<file path="src/rtl/data_unpacker_pkg.sv">
// Shared definitions for the data unpacker: firmware encodings, defaults and FSM states.
package data_unpacker_pkg;

  localparam int unsigned MAX_CHAINS_DEFAULT = 4;
  localparam int unsigned FW_W               = 8;

  // Firmware value per chain selects the chunk width; anything else means full width
  localparam logic [FW_W-1:0] FW_SINGLE = 8'd0;
  localparam logic [FW_W-1:0] FW_MEDIUM = 8'd1;

  typedef enum logic {
    EMPTY = 1'b0,
    DRAIN = 1'b1
  } state_t;

endpackage

</file>
<file path="src/rtl/data_unpacker_chunk_sel.sv">
// Combinational chunk selector: extracts lanes offset..offset+len-1 of a buffer into
// lanes 0..count-1, zero-filling the rest; count is min(len, remaining).
module data_unpacker_chunk_sel #(
  parameter int unsigned N          = 8,
  parameter int unsigned DATA_WIDTH = 32,
  parameter int unsigned CNT_W      = 4
) (
  input  logic [N*DATA_WIDTH-1:0] buffer,
  input  logic [CNT_W-1:0]        offset,
  input  logic [CNT_W-1:0]        chunk_len,
  input  logic [CNT_W-1:0]        remaining,
  output logic [N*DATA_WIDTH-1:0] chunk,
  output logic [CNT_W-1:0]        count
);

  always_comb begin
    count = (chunk_len < remaining) ? chunk_len : remaining;
    chunk = '0;
    for (int j = 0; j < int'(N); j++) begin
      // Source lane is range-guarded so a trailing partial chunk never reads past the buffer
      if ((CNT_W'(j) < count) && ((int'(offset) + j) < int'(N))) begin
        chunk[j*DATA_WIDTH +: DATA_WIDTH] = buffer[(int'(offset) + j)*DATA_WIDTH +: DATA_WIDTH];
      end
    end
  end

endmodule

</file>
<file path="src/rtl/data_unpacker.sv">
// Splits an accepted packed vector into a sequence of chunks whose width is chosen
// per chain by a small firmware table; chunks leave through registered outputs.
module data_unpacker
  import data_unpacker_pkg::*;
#(
  parameter int unsigned N                = 8,
  parameter int unsigned M                = 2,
  parameter int unsigned DATA_WIDTH       = 32,
  parameter int unsigned MAX_CHAINS       = MAX_CHAINS_DEFAULT,
  parameter logic [MAX_CHAINS*FW_W-1:0] INITIAL_FIRMWARE = '0,
  localparam int unsigned CHAIN_W = (MAX_CHAINS > 1) ? $clog2(MAX_CHAINS) : 1,
  localparam int unsigned CNT_W   = $clog2(N + 1)
) (
  input  logic                    clk,
  input  logic                    reset,
  input  logic                    tracing,
  input  logic                    valid_in,
  output logic                    ready_in,
  input  logic [CHAIN_W-1:0]      chainId_in,
  input  logic [CNT_W-1:0]        count_in,
  input  logic [N*DATA_WIDTH-1:0] vector_in,
  input  logic                    config_en,
  input  logic [FW_W-1:0]         configId,
  input  logic [FW_W-1:0]         configData,
  output logic                    valid_out,
  input  logic                    ready_out,
  output logic [N*DATA_WIDTH-1:0] vector_out,
  output logic [CNT_W-1:0]        count_out
);

  state_t                  state_q, state_d;
  logic [FW_W-1:0]         fw_q [MAX_CHAINS];
  logic [N*DATA_WIDTH-1:0] buf_q, buf_d;
  logic [CNT_W-1:0]        len_q, len_d;
  logic [CNT_W-1:0]        off_q, off_d;
  logic [CNT_W-1:0]        rem_q, rem_d;
  logic                    valid_d;
  logic [N*DATA_WIDTH-1:0] vec_d;
  logic [CNT_W-1:0]        cnt_d;

  logic [FW_W-1:0]         fw_sel;
  logic [CNT_W-1:0]        in_len;
  logic [CNT_W-1:0]        in_cnt;
  logic                    last;
  logic                    accept;
  logic                    load;
  logic                    step;
  logic [N*DATA_WIDTH-1:0] src_buf;
  logic [CNT_W-1:0]        src_off;
  logic [CNT_W-1:0]        src_len;
  logic [CNT_W-1:0]        src_rem;
  logic [N*DATA_WIDTH-1:0] sel_chunk;
  logic [CNT_W-1:0]        sel_cnt;

  // Firmware table; out-of-range IDs are dropped
  always_ff @(posedge clk or posedge reset) begin
    if (reset) begin
      for (int i = 0; i < int'(MAX_CHAINS); i++) begin
        fw_q[i] <= INITIAL_FIRMWARE[i*FW_W +: FW_W];
      end
    end else if (config_en && (32'(configId) < MAX_CHAINS)) begin
      fw_q[configId[CHAIN_W-1:0]] <= configData;
    end
  end

  assign fw_sel = (32'(chainId_in) < MAX_CHAINS) ? fw_q[chainId_in] : FW_SINGLE;
  assign in_len = (fw_sel == FW_SINGLE) ? CNT_W'(1) :
                  (fw_sel == FW_MEDIUM) ? CNT_W'(M) : CNT_W'(N);
  assign in_cnt = (count_in > CNT_W'(N)) ? CNT_W'(N) : count_in;

  // Last chunk is on the outputs once nothing remains behind it
  assign last     = (state_q == DRAIN) && (rem_q == '0);
  assign ready_in = tracing && !reset && ((state_q == EMPTY) || (last && ready_out));
  assign accept   = valid_in && ready_in;
  assign load     = accept && (in_cnt != '0);

  // A fresh vector feeds the selector directly so chunk 0 lands in the output registers
  assign src_buf = load ? vector_in : buf_q;
  assign src_off = load ? '0        : off_q;
  assign src_len = load ? in_len    : len_q;
  assign src_rem = load ? in_cnt    : rem_q;

  data_unpacker_chunk_sel #(
    .N          (N),
    .DATA_WIDTH (DATA_WIDTH),
    .CNT_W      (CNT_W)
  ) u_chunk_sel (
    .buffer    (src_buf),
    .offset    (src_off),
    .chunk_len (src_len),
    .remaining (src_rem),
    .chunk     (sel_chunk),
    .count     (sel_cnt)
  );

  always_ff @(posedge clk or posedge reset) begin
    if (reset) state_q <= EMPTY;
    else       state_q <= state_d;
  end

  always_comb begin
    state_d = state_q;
    buf_d   = buf_q;
    len_d   = len_q;
    off_d   = off_q;
    rem_d   = rem_q;
    valid_d = valid_out;
    vec_d   = vector_out;
    cnt_d   = count_out;
    step    = 1'b0;

    case (state_q)
      EMPTY: begin
        if (load) begin
          state_d = DRAIN;
          step    = 1'b1;
        end
      end
      DRAIN: begin
        if (valid_out && ready_out) begin
          if (!last || load) begin
            step = 1'b1;
          end else begin
            state_d = EMPTY;
            valid_d = 1'b0;
            vec_d   = '0;
            cnt_d   = '0;
          end
        end
      end
      default: state_d = EMPTY;
    endcase

    // Present the selected chunk and advance the read pointer past it
    if (step) begin
      buf_d   = src_buf;
      len_d   = src_len;
      off_d   = src_off + src_len;
      rem_d   = src_rem - sel_cnt;
      valid_d = 1'b1;
      vec_d   = sel_chunk;
      cnt_d   = sel_cnt;
    end
  end

  always_ff @(posedge clk or posedge reset) begin
    if (reset) begin
      buf_q      <= '0;
      len_q      <= '0;
      off_q      <= '0;
      rem_q      <= '0;
      valid_out  <= 1'b0;
      vector_out <= '0;
      count_out  <= '0;
    end else begin
      buf_q      <= buf_d;
      len_q      <= len_d;
      off_q      <= off_d;
      rem_q      <= rem_d;
      valid_out  <= valid_d;
      vector_out <= vec_d;
      count_out  <= cnt_d;
    end
  end

endmodule

</file>
<file path="config.mk">
export PLATFORM = sky130hd
export DESIGN_NAME = data_unpacker
export DESIGN_NICKNAME = d
export VERILOG_FILES = /design/src/rtl/data_unpacker_pkg.sv /design/src/rtl/data_unpacker_chunk_sel.sv /design/src/rtl/data_unpacker.sv
export SDC_FILE = /design/constraint.sdc
export NUM_CORES = 2
export LEC_CHECK = 0
export ABC_CLOCK_PERIOD_IN_PS = 20600
export BUFFER_PORTS_ARGS = -buffer_cell sky130_fd_sc_hd__buf_4
export CORE_MARGIN = 5
export CORE_UTILIZATION = 40
export CTS_BUF_LIST = sky130_fd_sc_hd__clkbuf_2
export CTS_CLUSTER_SIZE = 25
export DETAILED_ROUTE_END_ITERATION = 10
export PLACE_DENSITY_LB_ADDON = 0.08
export SYNTH_ARGS = -nofsm -noshare
export SYNTH_HDL_FRONTEND = slang
export SYNTH_SLANG_ARGS = --single-unit
</file>
<file path="constraint.sdc">
create_clock -name clk -period 20.6 [get_ports clk]
set_input_delay 4.12 -clock clk [delete_from_list [all_inputs] [get_ports clk]]
set_output_delay 4.12 -clock clk [all_outputs]
set_load 0.03 [all_outputs]
</file>
==> results.py <==
metrics = {
    "sta": {
        "timing.fmax_mhz": 111,
        "timing_max_transition_violations_final": 0,
        "timing.slew.headroom_pct": 7.65,
        "rsz0062_at_grt": "no",
        "fin_worst_skew_ns": 0.0782,
        "setup_slack_ns": 11.59,
        "timing.final.hold_violations": 0,
        "worstMarginPinSlew_ns": 1.35,
        "finalCriticalPeriod_ns": 9.01,
        "final_setup_fails": 0,
        "timing.final.crit_share_pct": 43.7,
        "totalNegativeSetupSlack_ns": 0,
    },
    "synthesis": {
        "netlist.top_cell.by_area": "sky130_fd_sc_hd__dfrtp_1",
        "synth_enable_flop_cells": 0,
        "post_synth_inst_count": 2941,
        "post-synth-top-area-fraction_pct": 46.9,
        "ys_async_sr_fraction_pct": 100,
        "syn_area_um2": 30000,
        "synth.avg_cell_area_um2": 10.2,
        "postSynthRegisterBits": 562,
        "netlist_top_cells_area": "sky130_fd_sc_hd__dfrtp_1 (47%), sky130_fd_sc_hd__mux2_2 (13%), sky130_fd_sc_hd__mux2i_1 (5.8%)",
        "synth.net_count": 3236,
        "synth.distinct_cells": 70,
        "postSynth.topFlopCell": "sky130_fd_sc_hd__dfrtp_1",
        "ys.warnings.count": 0,
        "synth_sequential_area_ratio_pct": 46.9,
    },
    "pwr": {
        "total_power_mw": 6.01,
        "vdd_ir_drop_max_v": 0.0000848,
        "p_leak_nw": 16.7,
        "pwr_density_cell_nw_per_um2": 165,
    },
    "clock_network": {
        "htree_levels": 4,
        "post-cts-setup-buffers": 0,
        "cts.sink_count": 562,
        "clock_tree.root_cell": "sky130_fd_sc_hd__clkbuf_2",
        "ctsHoldBuffers": 0,
        "cts_buffer_depth": 3,
        "cts_tree": "done",
        "number_of_gates_resized_after_cts": 0,
        "clkTransAtPathRegs_ns": 0.09,
        "clk_latency_ns": 1.42,
        "cts-buffers-inserted": 160,
    },
    "placed_design": {
        "dpl.hpwl_um": 96000,
        "place_congestion": 0.965,
        "placed_cells_incl_taps": 4251,
        "buffer_ports.inserted": 545,
        "pre_cts_slack_ns": 11.59,
    },
    "floorplan": {
        "initial_utilization_pct": 40.3,
        "core_area_um2": 74400,
        "die_width_um": 284,
        "die-height_um": 284,
        "rows": 100,
        "number_of_top_level_design_ports": 546,
        "floorplan.die_area_um2": 80600,
    },
    "worst_setup_path": {
        "timing.critical_path.fanout_max": 3,
        "required_ns": 16.48,
        "crit_path_cell_trace": "buf_4, inv_1, o21a_2, nor3b_1, buf_4",
        "slowest_stage": "sky130_fd_sc_hd__o21a_2",
        "critPathBufInv": 3,
        "crit_path_frequent_cell": "sky130_fd_sc_hd__buf_4",
        "worst_path_dominant_cell_family": "buffers and inverters",
        "ff2ff_path_depth": 14,
        "r2r-start": "rem_q[1]",
        "crit_path_end_kind": "output pin",
        "timing.critical_path.from_type": "input pin",
        "worst-endpoint-arrival_ns": 4.89,
        "critical_path_class": "in -> out",
        "rr_endpoint": "vector_out[102]",
        "critPathMaxStageDelay_ns": 0.22,
        "slack_of_the_worst_reg_to_reg_path_ns": 15.37,
    },
    "routing": {
        "vias_per_cell": 6.01,
        "drt-pass1-iter-count": 5,
        "detail-route-antenna-nets": 0,
        "remaining_drc_errors": 0,
        "detailroute.via_count": 27300,
        "dr.first_iter.drc_count": 2450,
        "routed_wire_length_per_instance_um": 29.7,
        "detail_route.wirelength_um": 135000,
    },
    "min_path": {
        "hold_class": "reg -> reg",
        "timing.hold.worst.start": "vector_out[50]",
        "whs_endpoint": "vector_out[50]",
        "holdPathStages": 2,
    },
    "global_routing": {
        "global_route.usage.total_pct": 32.4,
        "grt.busiest_layer": "met2",
        "grt_first_pass_wirelength_um": 195000,
        "grt_antenna_before_repair": 13,
        "grt.met2_usage_pct": 56.8,
        "grt_max_degree": 175,
        "gr-total-overflow": 0,
        "gr-usage-met3_pct": 6.46,
        "number_of_global_route_vias_before_repair": 28600,
        "met1_usage_pct": 36.3,
    },
    "layout": {
        "post_route_cells_drive_above_1_share_pct": 36.2,
        "finish.cell_count_without_fillers": 4543,
        "fin_util_pct": 48.8,
        "flow.area_growth_from_synthesis_pct": 21.0,
        "nets": 3740,
    },
    "run_status": {
        "outcome": "complete, no violations",
    },
    "run": {
        "drv.max_cap_violation_count": 0,
    },
}
## final cells by class
class,instances,area (µm²)
clock inverter,30,174
tap,969,1210
clock buffer,252,1260
fill,7163,38100
sequential,562,14100
antenna,9,22.5
multi-input combinational,2088,14900
timing repair buffer,599,4550
inverter,34,135
## logic make-up (layout without fill, tap and decap cells)
logic type / after synthesis / in the layout / synth area share, %
compound gates: 936 / 936 / 20.0
xor+xnor: 4 / 4 / 0.117
fa+ha+maj: 12 / 12 / 0.542
buf+inv: 291 / 915 / 4.02
flops: 562 / 562 / 46.9
mux: 534 / 534 / 20.1
other cells: 0 / 9 / 0
simple gates: 602 / 602 / 8.37
## layout by cell type (no fill, tap or decap), types with 9 or more instances in the layout
| cell type | count |
|---|---|
| sky130_fd_sc_hd__mux2_2 | 338 |
| sky130_fd_sc_hd__mux4_2 | 21 |
| sky130_fd_sc_hd__inv_1 | 29 |
| sky130_fd_sc_hd__nor2b_1 | 46 |
| sky130_fd_sc_hd__a22o_1 | 33 |
| sky130_fd_sc_hd__a31oi_1 | 20 |
| sky130_fd_sc_hd__a21oi_1 | 132 |
| sky130_fd_sc_hd__nand2_1 | 352 |
| sky130_fd_sc_hd__o211ai_1 | 37 |
| sky130_fd_sc_hd__a221oi_1 | 44 |
| sky130_fd_sc_hd__o221ai_1 | 31 |
| sky130_fd_sc_hd__a211o_1 | 13 |
| sky130_fd_sc_hd__buf_4 | 594 |
| sky130_fd_sc_hd__o21ai_1 | 52 |
| sky130_fd_sc_hd__clkinv_1 | 19 |
| sky130_fd_sc_hd__nor3_1 | 12 |
| sky130_fd_sc_hd__ha_1 | 9 |
| sky130_fd_sc_hd__diode_2 | 9 |
| sky130_fd_sc_hd__a2111oi_0 | 13 |
| sky130_fd_sc_hd__nor2_1 | 153 |
| sky130_fd_sc_hd__o22ai_1 | 24 |
| sky130_fd_sc_hd__dfrtp_1 | 559 |
| sky130_fd_sc_hd__a211oi_1 | 97 |
| sky130_fd_sc_hd__o21ai_2 | 26 |
| sky130_fd_sc_hd__a32o_1 | 34 |
| sky130_fd_sc_hd__clkbuf_2 | 252 |
| sky130_fd_sc_hd__mux2i_1 | 175 |
| sky130_fd_sc_hd__o21ai_0 | 340 |
## where the power goes
part           leakage [nW]  internal, mW  switching, mW
logic                  8.27          1.20           2.00
clock network          1.12         0.335          0.519
registers              7.34          1.49          0.468
## routing by layer
metal | vias to the layer above | routed length [µm]
met3 | 369 | 8190
met4 | 14 | 9270
met5 | - | 80
met1 | 13800 | 48700
met2 | 1195 | 68900
li1 | 11900 | -
## Yosys cell counts, types with 12 or more instances
cell and count:
sky130_fd_sc_hd__nor3_1 12, sky130_fd_sc_hd__buf_1 22, sky130_fd_sc_hd__dfrtp_1 562, sky130_fd_sc_hd__a221oi_1 44
sky130_fd_sc_hd__nor2_1 157, sky130_fd_sc_hd__mux4_2 21, sky130_fd_sc_hd__o21ai_2 26, sky130_fd_sc_hd__o22ai_1 24
sky130_fd_sc_hd__a22o_1 34, sky130_fd_sc_hd__a32o_1 34, sky130_fd_sc_hd__mux2_2 338, sky130_fd_sc_hd__a211oi_1 97
sky130_fd_sc_hd__inv_1 32, sky130_fd_sc_hd__nand2_1 353, sky130_fd_sc_hd__a211o_1 14, sky130_fd_sc_hd__a2111oi_0 18
sky130_fd_sc_hd__nor2b_1 46, sky130_fd_sc_hd__a31oi_1 21, sky130_fd_sc_hd__mux2i_1 175, sky130_fd_sc_hd__o21ai_0 340
sky130_fd_sc_hd__o221ai_1 31, sky130_fd_sc_hd__o211ai_1 37, sky130_fd_sc_hd__o21ai_1 55, sky130_fd_sc_hd__buf_2 34
sky130_fd_sc_hd__clkbuf_1 188, sky130_fd_sc_hd__a21oi_1 133
## how the worst max path moves through the flow
| stage | slack [ns] | depth (start not counted) | from | end |
|---|---|---|---|---|
| 4_1_cts | 11.58 | 5 | ready_out | ready_in |
| 3_3_place_gp | 11.58 | 5 | ready_out | ready_in |
| 5_1_grt | 11.54 | 5 | ready_out | ready_in |
| 3_5_place_dp | 11.59 | 5 | ready_out | ready_in |
| 6_report | 11.59 | 5 | ready_out | ready_in |
| 2_1_floorplan | 0.76 | 1 | reset | buf_q[0] |
## sequential cells by signal, indices dropped and copies added, names as in the netlist
register,cells
len_q,4
buf_q,256
state_q,1
count_out,4
vector_out,256
off_q,4
fw_q,32
valid_out,1
rem_q,4
## worst reg2reg max path, cell delays in order (launching register included)
cell	delay, ns
sky130_fd_sc_hd__dfrtp_1	0.47
sky130_fd_sc_hd__or4_4	0.56
sky130_fd_sc_hd__o21a_2	0.23
sky130_fd_sc_hd__buf_4	0.30
sky130_fd_sc_hd__or2_4	0.42
sky130_fd_sc_hd__a21oi_1	0.34
sky130_fd_sc_hd__inv_1	0.11
sky130_fd_sc_hd__ha_1	0.33
sky130_fd_sc_hd__o21bai_1	0.17
sky130_fd_sc_hd__a211oi_2	0.28
sky130_fd_sc_hd__o21a_2	0.31
sky130_fd_sc_hd__nor4_2	0.11
sky130_fd_sc_hd__nor3_4	0.73
sky130_fd_sc_hd__buf_4	0.51
sky130_fd_sc_hd__a32o_1	0.26
## stage by stage
step	hold slack, ns	area (µm²)
floorplan	0.470	30000
global placement	0.467	34800
detailed placement	0.468	34800
CTS	0.490	36300
global route	0.502	36300
finish	0.485	36300
No activity file was read; power rests on OpenSTA's default activity.
